--- config.mk ---
export PLATFORM = sky130hd
export DESIGN_NAME = mm_match_alloc_ctrl
export DESIGN_NICKNAME = d
export VERILOG_FILES = /design/src/rtl/mm_pkg.sv /design/src/rtl/mm_prio_enc.sv /design/src/rtl/mm_match_alloc_ctrl.sv
export SDC_FILE = /design/constraint.sdc
export NUM_CORES = 1
export LEC_CHECK = 0
export BUFFER_PORTS_ARGS = -buffer_cell sky130_fd_sc_hd__buf_2
export CAP_MARGIN = 20
export CORE_MARGIN = 2
export CORE_UTILIZATION = 40
export CTS_BUF_LIST = sky130_fd_sc_hd__clkbuf_16
export DETAILED_ROUTE_END_ITERATION = 16
export PLACE_DENSITY_LB_ADDON = 0.2
export SYNTH_ARGS = -nofsm -noshare
export SYNTH_HDL_FRONTEND = slang
export SYNTH_SLANG_ARGS = --single-unit
--- constraint.sdc ---
create_clock -name CP -period 2.5 [get_ports CP]
set_input_delay 0.5 -clock CP [delete_from_list [all_inputs] [get_ports CP]]
set_output_delay 0.5 -clock CP [all_outputs]
set_load 0.1 [all_outputs]
--- src/rtl/mm_pkg.sv ---
// Shared definitions for the matching-memory controller: FSM encoding,
// allocation-mode selectors and a constant clog2 helper.
package mm_pkg;

    typedef enum logic [1:0] {
        IDLE  = 2'd0,
        BUSY  = 2'd1,
        STALL = 2'd2
    } mm_state_e;

    localparam int ALLOC_LOWEST = 0;
    localparam int ALLOC_RR     = 1;

    function automatic int mm_clog2(input int n);
        int r;
        r = 0;
        while ((1 << r) < n) r++;
        return r;
    endfunction

endpackage

--- src/rtl/mm_prio_enc.sv ---
// First-set-bit encoder that starts its search at a given index and wraps
// around; idx is only meaningful when found is high.
module mm_prio_enc
    import mm_pkg::*;
#(
    parameter  int N = 64,
    localparam int W = mm_clog2(N)
) (
    input  logic [N-1:0] vec,
    input  logic [W-1:0] start,
    output logic [W-1:0] idx,
    output logic         found
);

    logic [2*N-1:0] dbl;
    logic [N-1:0]   rot;
    logic [W-1:0]   off;

    // Rotate so that bit 'start' lands at position 0, then take the lowest set bit.
    always_comb begin
        dbl   = {vec, vec} >> start;
        rot   = dbl[N-1:0];
        off   = '0;
        found = |vec;
        for (int i = N - 1; i >= 0; i--) begin
            if (rot[i]) off = W'(i);
        end
        idx = off + start;
    end

endmodule

--- src/rtl/mm_match_alloc_ctrl.sv ---
// MMCAM matching-memory controller: resolves fire / allocate / bypass per
// accepted packet into a one-deep registered decision with valid/ready flow.
module mm_match_alloc_ctrl
    import mm_pkg::*;
#(
    parameter  int DEPTH      = 64,
    parameter  int ALLOC_MODE = 0,
    parameter  int CNT_W      = 16,
    localparam int AW         = mm_clog2(DEPTH)
) (
    input  logic             CP,
    input  logic             MR,
    input  logic [DEPTH-1:0] FIRE,
    input  logic [DEPTH-1:0] VALID,
    input  logic             MF,
    input  logic             IN_V,
    output logic             IN_R,
    output logic             OUT_V,
    input  logic             OUT_R,
    output logic             WR_E,
    output logic             DEL,
    output logic [AW-1:0]    ADDR,
    output logic [DEPTH-1:0] EN,
    output logic             FULL,
    output logic [AW:0]      OCC,
    output logic             MULTI_HIT,
    output logic [CNT_W-1:0] OVF_CNT
);

    localparam logic [DEPTH-1:0] ONE = {{(DEPTH-1){1'b0}}, 1'b1};

    mm_state_e        state, state_d;
    logic [AW-1:0]    rr_ptr, rr_ptr_d;
    logic [AW-1:0]    fire_idx, free_idx, free_start;
    logic             fire_found, free_found, fire_multi;
    logic             out_v_d, wr_e_d, del_d, multi_d;
    logic [AW-1:0]    addr_d;
    logic [DEPTH-1:0] en_d;
    logic [CNT_W-1:0] ovf_d;
    logic [AW:0]      occ_d;
    logic             eval, eval_mf;

    assign free_start = (ALLOC_MODE == ALLOC_RR) ? rr_ptr : '0;
    assign fire_multi = |(FIRE & (FIRE - ONE));

    mm_prio_enc #(.N(DEPTH)) u_fire_enc (
        .vec   (FIRE),
        .start ('0),
        .idx   (fire_idx),
        .found (fire_found)
    );

    mm_prio_enc #(.N(DEPTH)) u_free_enc (
        .vec   (~VALID),
        .start (free_start),
        .idx   (free_idx),
        .found (free_found)
    );

    assign IN_R = (state == IDLE) || ((state == BUSY) && OUT_R);

    always_comb begin
        occ_d = '0;
        for (int i = 0; i < DEPTH; i++) begin
            occ_d = occ_d + (AW+1)'(VALID[i]);
        end
    end

    // A stalled packet is always a matching packet, so STALL re-evaluates with MF forced.
    always_comb begin
        state_d  = state;
        out_v_d  = OUT_V;
        wr_e_d   = WR_E;
        del_d    = DEL;
        addr_d   = ADDR;
        en_d     = '0;
        multi_d  = MULTI_HIT;
        ovf_d    = OVF_CNT;
        rr_ptr_d = rr_ptr;
        eval     = 1'b0;
        eval_mf  = MF;

        unique case (state)
            IDLE:  eval = IN_V;
            BUSY: begin
                if (OUT_R) begin
                    if (IN_V) begin
                        eval = 1'b1;
                    end else begin
                        state_d = IDLE;
                        out_v_d = 1'b0;
                    end
                end
            end
            STALL: begin
                eval    = 1'b1;
                eval_mf = 1'b1;
            end
            default: state_d = IDLE;
        endcase

        if (eval) begin
            if (!eval_mf) begin
                state_d = BUSY;
                out_v_d = 1'b1;
                wr_e_d  = 1'b0;
                del_d   = 1'b0;
            end else if (fire_found) begin
                state_d = BUSY;
                out_v_d = 1'b1;
                wr_e_d  = 1'b0;
                del_d   = 1'b1;
                addr_d  = fire_idx;
                multi_d = MULTI_HIT | fire_multi;
            end else if (free_found) begin
                state_d = BUSY;
                out_v_d = 1'b1;
                wr_e_d  = 1'b1;
                del_d   = 1'b0;
                addr_d  = free_idx;
                en_d    = ONE << free_idx;
                if (ALLOC_MODE == ALLOC_RR) rr_ptr_d = free_idx + AW'(1);
            end else begin
                state_d = STALL;
                out_v_d = 1'b0;
                wr_e_d  = 1'b0;
                del_d   = 1'b0;
                if ((state == STALL) && (OVF_CNT != '1)) ovf_d = OVF_CNT + CNT_W'(1);
            end
        end
    end

    always_ff @(posedge CP or negedge MR) begin
        if (!MR) begin
            state     <= IDLE;
            OUT_V     <= 1'b0;
            WR_E      <= 1'b0;
            DEL       <= 1'b1;
            ADDR      <= '0;
            EN        <= '0;
            FULL      <= 1'b0;
            OCC       <= '0;
            MULTI_HIT <= 1'b0;
            OVF_CNT   <= '0;
            rr_ptr    <= '0;
        end else begin
            state     <= state_d;
            OUT_V     <= out_v_d;
            WR_E      <= wr_e_d;
            DEL       <= del_d;
            ADDR      <= addr_d;
            EN        <= en_d;
            FULL      <= &VALID;
            OCC       <= occ_d;
            MULTI_HIT <= multi_d;
            OVF_CNT   <= ovf_d;
            rr_ptr    <= rr_ptr_d;
        end
    end

endmodule

* Word level (Yosys, flattened, before mapping) *
Index checks and enable logic that the tools add are counted.

storage, ports and cells
  memories = 0
  input bits = 133
  flip-flop bits (word level) = 100
  latch bits = 0
  memory bits (writable) = 0
  memory bits (read-only) = 0
  output and inout port bits = 99

operators by class
  equal/unequal tests = 7
  divide/modulo/power cells = 0
  multiply operators = 0
  shift operators = 1
  order comparisons = 0
  muxes and demuxes = 156
  add/subtract/negate cells = 65
  bitwise operators = 5
  reductions and logical operators = 17

operators by type and width
  cell                                                    count
  two-way mux 6 bit                                       130
  adder 7 x 1 -> 7 bit                                    57
  two-way mux 64 bit                                      4
  OR reduction 64 bit                                     3
  bitwise AND 64 bit                                      1
  NOT 64 bit                                              1
  AND reduction 64 bit                                    1
  << shifter 1 x 6 -> 64 bit (first input constant)       1
  subtractor 64 x 1 -> 64 bit (second input constant)     1
  adder 16 x 1 -> 16 bit (second input constant)          1
  inequality test 16 bit (second input constant)          1
  two-way mux 1 bit                                       14
  two-way mux 2 bit                                       6
  AND reduction 3 bit                                     4
  adder 6 x 1 -> 7 bit                                    1
  adder 5 x 1 -> 6 bit                                    1
  inequality test 3 bit (second input constant)           2
  nonzero test 2 bit                                      3
  adder 4 x 1 -> 5 bit                                    1
  AND reduction 5 bit                                     1
  adder 3 x 1 -> 4 bit                                    1
  inequality test 2 x 1 -> 1 bit (second input constant)  2
  one-hot mux 2 bit (2 select lines)                      1
  adder 2 x 1 -> 3 bit                                    1
  10 further kinds                                        12

* Longest topological paths before layout *
Gate-level depths: netlist of run 1.

  depth in word-level cells = 70
  mapped depth = 22
  mapped depth without buffers = 22

* Cells and area by module *
Synthesis of run 1 repeated with hierarchy kept, for this count alone.

unflattened totals
  cells, all modules = 2373
  area, all modules = 23073.4 sq um

modules (own cells, without submodules)
  module                    times used  cells an instance  area an instance (sq um)
  mm_prio_enc (u_free_enc)  1           890                8420.6
  mm_prio_enc (u_fire_enc)  1           839                8339.2
  mm_match_alloc_ctrl       1           644                6313.6

* Worst setup path after synthesis of run 1 *
Ideal clock, no wire load.

  kind = input-to-reg
  from = in VALID[59]
  to = reg OCC[6]
  stages on the path = 22
  slack = -3.258 ns
  arrival time = 5.639 ns
  library setup time = 0.118 ns
  cells stage by stage = inv_1 -> fa_1 -> fa_1 -> inv_1 -> fa_1 -> inv_1 -> fa_1 -> inv_1 -> fa_1 -> inv_1 -> fa_1 -> fa_1 -> fa_1 -> inv_1 -> ha_1 -> inv_1 -> fa_1 -> inv_1 -> a21o_1 -> a21oi_1 -> o21bai_1 -> a21o_1

between the ends
  word-level cells in the longest chain between the ends = 5

ends and longest elaborated chain
  what                                RTL line                    RTL
  from (decl)                         mm_match_alloc_ctrl.sv:14   input logic [DEPTH-1:0] VALID,
  adder 7 x 1 -> 7 bit (5 in series)  mm_match_alloc_ctrl.sv:65   occ_d = occ_d + (AW+1)'(VALID[i]);
  via occ_d[6]                        mm_match_alloc_ctrl.sv:40   logic [AW:0] occ_d;
  to (signal assigned)                mm_match_alloc_ctrl.sv:142  OCC <= '0;
  to (signal assigned)                mm_match_alloc_ctrl.sv:154  OCC <= occ_d;
  to (decl)                           mm_match_alloc_ctrl.sv:25   output logic [AW:0] OCC,

The timed path passes the listed nets, and every way through them passes these cells.
A chain may end at the register's enable or synchronous reset.

* Worst setup path in the final report of run 1 *
  from = in VALID[61]
  to = reg OCC[4]

between the ends
  word-level cells in the longest chain between the ends = 3

ends and longest elaborated chain
  what                                RTL line
  adder 7 x 1 -> 7 bit (3 in series)  mm_match_alloc_ctrl.sv:65
  via occ_d[4]                        mm_match_alloc_ctrl.sv:40

The timed path passes the listed nets, and every way through them passes these cells.

==> flow_summary.yaml, run 1 <==
yosys:
  synth_cell_type_count: 71
  syn_nets: 1099
  synth_area_um2: 7920
  seq_area_frac_synth_pct: 31.6
  syn_inst: 895
  synth_top_area_cell: "dfrtp_1"
  yosys-top-cells-area: "dfrtp_1 (31%), fa_1 (14%), inv_1 (5.2%)"
  synth-xor-area-share_pct: 2.10
  synth_simple_gate_area_share_pct: 24.8
  yosys.area_share.adder_pct: 16.3
  yosys_register_bits: 100
  synth_mux_area_share_pct: 0
  synth_ff_type: "dfrtp_1"
  ys.warnings.count: 0
  synth_top_area_share_pct: 31.3
  async_reset_ff_share_pct: 100
  synth_top_family_by_area: "simple AND/OR/NAND/NOR gates"
  synth-compound-area-share_pct: 18.4
  syn_area_per_cell_um2: 8.85
  synth-edff-count: 0
layout:
  stdcell_count: 1657
  drive_gt1_share_pct: 46.8
  fin_area_um2: 12700
  multi_input_area_um2: 5660
  diodes: 0
  regArea_um2: 2500
  fillers: 1605
  area_delta_synth_final_pct: 60.6
  fin_nets: 1591
route:
  detail_route.iter0.violations: 454
  wire_per_inst_um: 16.5
  viasPerCell: 5.33
  final_antenna_net_count: 0
  drc_errors: 0
  routed_wl_um: 27300
  vias: 8832
  first_pass_iters: 5
sta:
  period_minus_slack_ns: 5.56
  timing.final.ws_setup_ns: -3.06
  hold_violations: 0
  tns_ns: -21.05
  finalSetupViolCount: 40
  tightest_slew_ns: 0.730
  period_share_pct: 222
  max_freq_mhz: 180
  maxSlewHeadroom_pct: 50.9
  skew_ns: 0.00572
  final-max-slew-violation-count: 0
  grt_setup_unrepaired: "true"
min_path:
  min-delay-path-class: "in2async"
setup_path:
  cp.arrival_ns: 5.79
  r2r_cells: 8
  slowest_stage: "fa_1"
  cp_cell_sequence: "buf_2, inv_2, fa_1, fa_1, inv_1, fa_1, inv_1, fa_1, inv_1, fa_1, inv_2, fa_1, fa_1, fa_1, inv_2, ha_4, inv_2, fa_2, inv_1, a21o_1, a21oi_2, buf_4, xnor2_2"
  worst_ep_required_time_ns: 2.73
  max_stage_delay_ns: 0.52
  crit_type: "in2reg"
  cp_common_cell: "fa_1"
  worst-path-buf-inv: 10
  worstSetupEndpointType: "register"
  cp_max_fo: 4
  cp-start-kind: "input pin"
  path_depth: 23
  crit_family: "adder cells"
power:
  seq_power_share_pct: 13.4
  netSwitchingFraction_pct: 40.7
  p_comb_share_pct: 76.7
  p_per_area_nw_per_um2: 1110
  p_sw_uw: 5740
  clkPwrFrac_pct: 10.0
  p_leak_uw: 0.00621
  power_uw: 14100
  ir_drop_mv: 3.21
  p_int_uw: 8350
placed_design:
  io_buffers: 231
  placed_cell_area_um2: 11400
  gp_congestion: 0.931
  dpl_worst_slack_ns: -3.47
  dp_cells: 1614
  hpwl_um: 22000
clock_tree:
  root_buffer: "clkbuf_16"
  clock_sinks: 100
  clk_latency_ns: 0.35
  tritoncts: "built"
  clkSlewWorstSetupHoldPaths_ns: 0.07
  htree_levels: 3
  cts_made_buffers: 9
  cts_hold_buf: 0
  clock_path_buffers: 2
floorplanning:
  core-area_um2: 19500
  fp.dieH_um: 145
  die_area_um2: 20900
  start_util_pct: 40.7
  num_rows: 51
  ios: 232
  fp.dieW_um: 145
run_status:
  violations: "negative setup slack"
  status: "complete, but fails checks"
global_route:
  gr-total-overflow: 0
  grt_pass1_wl_um: 42100
  grt_max_degree: 46
  grt_antenna_before_repair: 0
  track_usage_pct: 25.7
  grt_pass1_vias: 8270
run:
  drv_cap: 0
-- power by group through the flow --
stage	clock [uW]	combinational [uW]	sequential (uW)
after global routing	1500	11900	1880
after CTS	1430	10600	1880
after global placement	0	9600	1920
after detailed placement	0	9760	1920
final	1400	10800	1880
after floorplan	0	6110	2380
-- repair_timing --
item | CTS | global route
pin swaps | 26 | 32
resized for setup | 47 | 91
setup buffers | 9 | 17
cloned | 1 | 1
endpoints found under the setup margin | 38 | 89
-- layout by cell type (no fill, tap or decap), drive strengths merged, types with 6 or more instances in the layout --
master   synthesis  layout
a2111oi          7       7
a211oi          13      13
a21o            11      11
a21oi           39      39
a31oi            9       9
a41oi            6       6
and2             8       8
and3             9       9
buf              2     510
clkbuf          28      10
dfrtp           99      99
fa              54      54
ha              17      17
inv            110     114
nand2           46      46
nand2b           8       8
nand3           19      19
nand4           46      46
nor2            60      60
nor3            58      58
nor4            61      61
o211ai          10      10
o21ai           44      44
o21bai           7       7
o31ai           12      12
o41ai            7       7
or4             17      17
xnor2           11      11
xor2             8       8
-- registers in the layout, indices dropped and copies added, names as in the netlist --
| name | cells |
|---|---|
| DEL | 1 |
| MULTI_HIT | 1 |
| FULL | 1 |
| OUT_V | 1 |
| OCC | 7 |
| EN | 64 |
| state | 2 |
| OVF_CNT | 16 |
| WR_E | 1 |
| ADDR | 6 |
-- Yosys cell counts (3+ instances only) --
library cell / instances
fa_1: 54
a21boi_0: 5
and4_1: 5
or3_1: 3
a31oi_1: 9
or4_1: 17
a211oi_1: 13
a2111oi_0: 6
xnor2_1: 11
nor2_1: 59
or2_2: 4
dfrtp_1: 99
nor2b_1: 4
o22ai_1: 5
o311ai_0: 4
a21oi_1: 39
xor2_1: 8
a41oi_1: 6
inv_1: 110
nor3_1: 57
nor4_1: 57
clkbuf_1: 27
nand3_1: 19
o21bai_1: 7
o21a_1: 5
o41ai_1: 7
a21o_1: 11
nand2_1: 46
and2_1: 7
and3_1: 9
o31a_1: 5
ha_1: 17
o21ai_0: 42
o31ai_1: 12
o21ba_2: 3
o211ai_1: 10
nand2b_1: 8
nand4_1: 45
-- per-stage QoR --
step	hold slack, ns	util [%]
floorplan	0.204	-
global placement	0.465	58.8
detailed placement	0.484	58.8
CTS	0.145	62.0
global route	0.173	65.3
finish	0.130	65.3
-- layer usage --
| layer | global-route usage [%] | vias up | wire length, um |
|---|---|---|---|
| met5 | 0 | - | 0 |
| met4 | 5.21 | 0 | 344 |
| met3 | 4.54 | 26 | 1670 |
| met1 | 36.6 | 4222 | 12300 |
| met2 | 41.4 | 295 | 13000 |
| li1 | - | 4289 | - |
-- cell families after synthesis --
group / Yosys count
AOI/OAI and AO/OA: 211
xor gates and xnor gates: 19
adders and majority gates: 71
buffers and inverters: 140
DFF: 100
and+or+nand+nor: 354
-- path summary, 6_finish.rpt --
path | start | to | slack (ns)
min in group CP | OVF_CNT[15] | OVF_CNT[15] | 0.49
worst max-delay path | VALID[61] | OCC[4] | -3.06
max in group asynchronous | MR | OCC[3] | 1.65
worst min-delay path | MR | EN[43] | 0.13
worst max register to register | OVF_CNT[2] | OVF_CNT[15] | 0.03
worst min register to register | OVF_CNT[15] | OVF_CNT[15] | 0.49
-- final cells by class --
cell class	instances	share of cell area, %
timing repair buffer	511	27.6
inverter	110	3.25
sequential	100	19.7
tap	265	2.61
clock buffer	9	1.77
multi-input combinational	655	44.5
clock inverter	7	0.580
Power figures use the tool's default switching activity.
==> run 2: changes to the inputs <==
--- a/config.mk
+++ b/config.mk
@@ -9,7 +9,7 @@
 export CAP_MARGIN = 20
 export CORE_MARGIN = 2
 export CORE_UTILIZATION = 40
-export CTS_BUF_LIST = sky130_fd_sc_hd__clkbuf_16
+export CTS_BUF_LIST = sky130_fd_sc_hd__clkbuf_8
 export DETAILED_ROUTE_END_ITERATION = 16
 export PLACE_DENSITY_LB_ADDON = 0.2
 export SYNTH_ARGS = -nofsm -noshare
==> flow_summary.yaml, run 2 (same netlist as run 1, synthesis figures left out) <==
setup_path:
  worst-path-buf-inv: 10
  setup.worst_path.start: "VALID[61]"
  crit_type: "in2reg"
  slowest_stage: "fa_1"
  crit_family: "adder cells"
  cp_common_cell: "fa_1"
  cp_max_fo: 4
  worst_ep_required_time_ns: 2.77
  max_stage_delay_ns: 0.53
  cp_cell_sequence: "buf_2, inv_2, fa_1, fa_1, inv_1, fa_1, inv_1, fa_1, inv_1, fa_1, inv_2, fa_1, fa_1, fa_1, inv_2, ha_4, inv_2, fa_2, inv_1, a21o_1, a21oi_2, buf_4, xnor2_2"
  r2r_start: "OVF_CNT[2]"
  cp-start-kind: "input pin"
  worstSetupEndpointType: "register"
  cp.arrival_ns: 5.79
sta:
  skew_ns: 0.00931
  tightest_slew_ns: 0.757
  period_share_pct: 221
  timing.hold.ws_ns: 0.0919
  finalSetupViolCount: 33
  final-max-slew-violation-count: 0
  grt_setup_unrepaired: "true"
  max_freq_mhz: 181
  maxSlewHeadroom_pct: 49.1
  period_minus_slack_ns: 5.52
  timing.final.ws_setup_ns: -3.02
  hold_violations: 0
clock_tree:
  cts_made_buffers: 9
  clock_path_buffers: 2
  tritoncts: "built"
  root_buffer: "clkbuf_8"
  cts_hold_buf: 0
  clk_latency_ns: 0.38
  clock_sinks: 100
  clkSlewWorstSetupHoldPaths_ns: 0.10
  htree_levels: 3
layout:
  top_regs: "EN: 64 flops, OVF_CNT: 16 flops, OCC: 7 flops"
  stdcell_count: 1646
  layout_common_cells: "buf_4 (254), buf_2 (226), inv_1 (104), dfrtp_1 (99), nor2_1 (55)"
  area_delta_synth_final_pct: 54.7
  drive_gt1_share_pct: 44.7
  largest_register_ffs: 64
  fin_nets: 1580
  diodes: 0
  top_register: "EN"
  final_common_cell: "buf_4"
  fin_util_pct: 62.9
  fillers: 1681
placed_design:
  gp_congestion: 0.931
  dpl_worst_slack_ns: -3.47
  dp_cells: 1614
  io_buffers: 231
  hpwl_um: 22000
floorplanning:
  num_rows: 51
  fp.dieH_um: 145
  core-area_um2: 19500
  ios: 232
  die_area_um2: 20900
  start_util_pct: 40.7
  fp.dieW_um: 145
route:
  routed_wl_um: 26800
  vias: 8773
  final_antenna_net_count: 0
  viasPerCell: 5.33
  drc_errors: 0
  first_pass_iters: 5
  detail_route.iter0.violations: 473
  wire_per_inst_um: 16.3
min_path:
  min-delay-path-class: "in2async"
power:
  p_leak_uw: 0.00599
  ir_drop_mv: 3.22
  power_uw: 13700
  p_per_area_nw_per_um2: 1120
run:
  drv_cap: 0
run_status:
  violations: "negative setup slack"
  status: "complete, but fails checks"
global_route:
  grt_pass1_wl_um: 41500
  grt_pass1_vias: 8142
  gr-total-overflow: 0
  grt_antenna_before_repair: 0
  grt_max_degree: 46
  track_usage_pct: 25.4
## run 2: path summary, 6_finish.rpt
path	end	slack, ns	depth (start not counted)
min	EN[43]	0.09	1
max in group asynchronous	DEL	1.68	2
min reg2reg	OVF_CNT[15]	0.49	1
max reg2reg	OVF_CNT[8]	0.16	7
max	OCC[4]	-3.02	23
min in group CP	OUT_V	0.48	4
## run 2: layer usage
metal	GRT usage [%]	routed length, um
met2	40.3	12500
met4	5.62	372
met1	36.5	12400
met5	0	0
met3	4.31	1600
## run 2: what timing repair did
item / 4_1_cts / 5_1_grt
pin swaps: 22 / 17
resized for setup: 22 / 67
buffers inserted: 6 / 9
gates cloned: 1 / 0
setup endpoints to repair: 16 / 82
## run 2: report_power, final
group	internal [uW]	total [uW]	switching [uW]	leakage, uW
registers	1860	1880	24.8	0.00136
logic	5700	10800	5080	0.00452
clock network	501	1080	582	0.000107
total	8060	13700	5690	0.00599
## run 2: stage by stage
stage               area [um^2]  TNS (ns)
floorplan                  8090    -42.63
global placement          11400    -51.58
detailed placement        11400    -52.09
CTS                       11800    -19.49
global route              12300    -25.54
finish                    12300    -20.55
## run 2: cell type report
| cell class | count | area [um^2] | share of cell area (%) |
|---|---|---|---|
| repair buffers | 500 | 3360 | 27.4 |
| well taps | 265 | 332 | 2.71 |
| flip-flops and latches | 100 | 2500 | 20.4 |
| multi-input cells | 655 | 5440 | 44.4 |
| clock inverters | 6 | 70.1 | 0.572 |
| inverters | 110 | 413 | 3.37 |
| clock buffers | 10 | 138 | 1.12 |
==> run 3: changes to the inputs <==
==> constraint.sdc (replaced) <==
create_clock -name CP -period 2.5 [get_ports CP]
set_input_delay 0.5 -clock CP [delete_from_list [all_inputs] [get_ports CP]]
set_output_delay 0.5 -clock CP [all_outputs]
set_load 0.02 [all_outputs]
==> flow_summary.yaml, run 3 (same netlist as run 1, synthesis figures left out) <==
run_status:
  status: "complete, but fails checks"
  violations: "negative setup slack"
sta:
  timing.hold.ws_ns: 0.0549
  maxSlewHeadroom_pct: 59.9
  skew_ns: 0.00881
  tightest_slew_ns: 0.601
  grt_setup_unrepaired: "true"
  period_share_pct: 221
  hold_violations: 0
  period_minus_slack_ns: 5.52
  finalSetupViolCount: 7
  max_freq_mhz: 181
  timing.final.ws_setup_ns: -3.02
  final-max-slew-violation-count: 0
route:
  routed_wl_um: 26300
  vias: 8691
  final_antenna_net_count: 0
  viasPerCell: 5.31
  drc_errors: 0
  wire_per_inst_um: 16.1
  detail_route.iter0.violations: 537
  first_pass_iters: 5
floorplanning:
  start_util_pct: 40.7
  fp.dieW_um: 145
  die_area_um2: 20900
  ios: 232
  core-area_um2: 19500
  num_rows: 51
  fp.dieH_um: 145
setup_path:
  crit_family: "adder cells"
  worst_ep_required_time_ns: 2.77
  crit_end: "OCC[4]"
  crit_type: "in2reg"
  reg2reg_to: "OVF_CNT[7]"
  cp_max_fo: 2
  reg2reg_slack_ns: 0.32
  cp.arrival_ns: 5.79
  max_stage_delay_ns: 0.55
  cp_common_cell: "fa_1"
  path_depth: 23
  setup.worst_path.start: "VALID[53]"
  slowest_stage: "fa_1"
  r2r_cells: 8
  worst-path-buf-inv: 10
  cp_cell_sequence: "buf_6, fa_1, inv_2, fa_1, inv_2, fa_1, inv_2, fa_1, inv_1, fa_1, inv_1, fa_1, fa_1, fa_1, inv_2, ha_4, inv_2, fa_2, inv_2, a21o_1, a21oi_2, buf_4, xnor2_2"
  worstSetupEndpointType: "register"
  r2r_start: "OVF_CNT[2]"
  cp-start-kind: "input pin"
layout:
  largest_register_ffs: 64
  area_delta_synth_final_pct: 50.8
  diodes: 0
  top_regs: "EN: 64 flops, OVF_CNT: 16 flops, OCC: 7 flops"
  fillers: 1666
  fin_area_um2: 11900
  fin_util_pct: 61.3
  regArea_um2: 2500
  fin_nets: 1570
  layout_common_cells: "buf_4 (250), buf_2 (226), inv_1 (100), dfrtp_1 (99), nor2_1 (58)"
  top_register: "EN"
  final_common_cell: "buf_4"
  multi_input_area_um2: 5280
  drive_gt1_share_pct: 43.3
power:
  ir_drop_mv: 3.25
  p_per_area_nw_per_um2: 1120
  seq_power_share_pct: 14.1
  p_comb_share_pct: 78.5
  p_int_uw: 7850
  p_sw_uw: 5480
  power_uw: 13300
  netSwitchingFraction_pct: 41.1
  clkPwrFrac_pct: 7.4
  p_leak_uw: 0.00588
global_route:
  grt_antenna_before_repair: 0
  track_usage_pct: 25.4
  gr-total-overflow: 0
  grt_pass1_wl_um: 42000
  grt_max_degree: 38
  grt_pass1_vias: 8263
clock_tree:
  root_buffer: "clkbuf_8"
  tritoncts: "built"
  clkSlewWorstSetupHoldPaths_ns: 0.10
  clk_latency_ns: 0.38
  clock_sinks: 100
  cts_hold_buf: 0
  cts_made_buffers: 9
  clock_path_buffers: 2
  htree_levels: 3
placed_design:
  hpwl_um: 21800
  gp_congestion: 0.909
  placed_cell_area_um2: 11400
  io_buffers: 231
min_path:
  min-delay-path-class: "in2async"
run:
  drv_cap: 0
==> run 3: changes by cell type in the layout (fill, tap and decap cells not counted), moves of 2 or more <==
cell,before,now
inv_1,104,100
o31ai_2,2,0
buf_4,254,250
nor3_1,44,47
nor4_2,19,17
inv_2,7,10
nor3_2,13,10
buf_6,10,7
nor4_4,12,4
nor4_1,30,40
nor2_2,3,0
nor2_1,55,58
buf_12,9,7
==> run 3: how the worst min path moves through the flow <==
stage / startpoint / end / slack [ns] / depth (start not counted)
2_1_floorplan: MR / ADDR[0] / 0.20 / 0
3_3_place_gp: WR_E / WR_E / 0.46 / 1
3_5_place_dp: MR / EN[47] / 0.48 / 1
4_1_cts: MR / EN[47] / 0.05 / 1
5_1_grt: MR / EN[37] / 0.08 / 1
6_report: MR / EN[45] / 0.05 / 1
==> run 3: cell type report <==
type                    instances  share of cell area, %
repair buffers                490                   27.0
multi-input cells             655                   44.2
flip-flops and latches        100                   21.0
well taps                     265                   2.78
clock buffers                   9                   1.04
clock inverters                 7                  0.482
inverters                     110                   3.46
==> run 3: through the flow <==
stage / std cells / setup slack, ns / setup TNS (ns)
floorplan: 895 / -3.15 / -42.12
global placement: 1611 / -3.40 / -55.25
detailed placement: 1611 / -3.45 / -57.34
CTS: 1629 / -2.97 / -19.23
global route: 1636 / -3.17 / -21.17
finish: 1636 / -3.02 / -19.42
==> run 3: routing by layer <==
metal	GRT usage (%)	vias to the layer above	part of all wire, %
met2	40.2	318	46
met4	5.26	0	1.4
met5	0	-	0
met1	37.2	4109	46
li1	-	4237	-
met3	3.82	27	7.0
==> run 3: power groups by stage <==
stage / Clock, uW / Sequential (uW) / Combinational [uW]
floorplan: 0 / 2000 / 6110
global placement: 0 / 1910 / 9180
detailed placement: 0 / 1910 / 9580
CTS: 1020 / 1880 / 10300
global route: 1080 / 1880 / 11300
finish: 983 / 1880 / 10500
==> run 3: worst register-to-register path, cell delays in order (launching register included) <==
cell	delay, ns
dfrtp_1	0.46
and4_1	0.26
nand4_1	0.15
nor4_1	0.08
buf_4	0.15
a2111o_1	0.42
or3_4	0.36
nor2_4	0.09
xor2_1	0.13
==> run 3: timing repair <==
item | in CTS | in global routing
resized for setup | 18 | 48
gates cloned | 0 | 1
setup buffers | 2 | 6
endpoints found under the setup margin | 46 | 68
pin swaps | 7 | 18
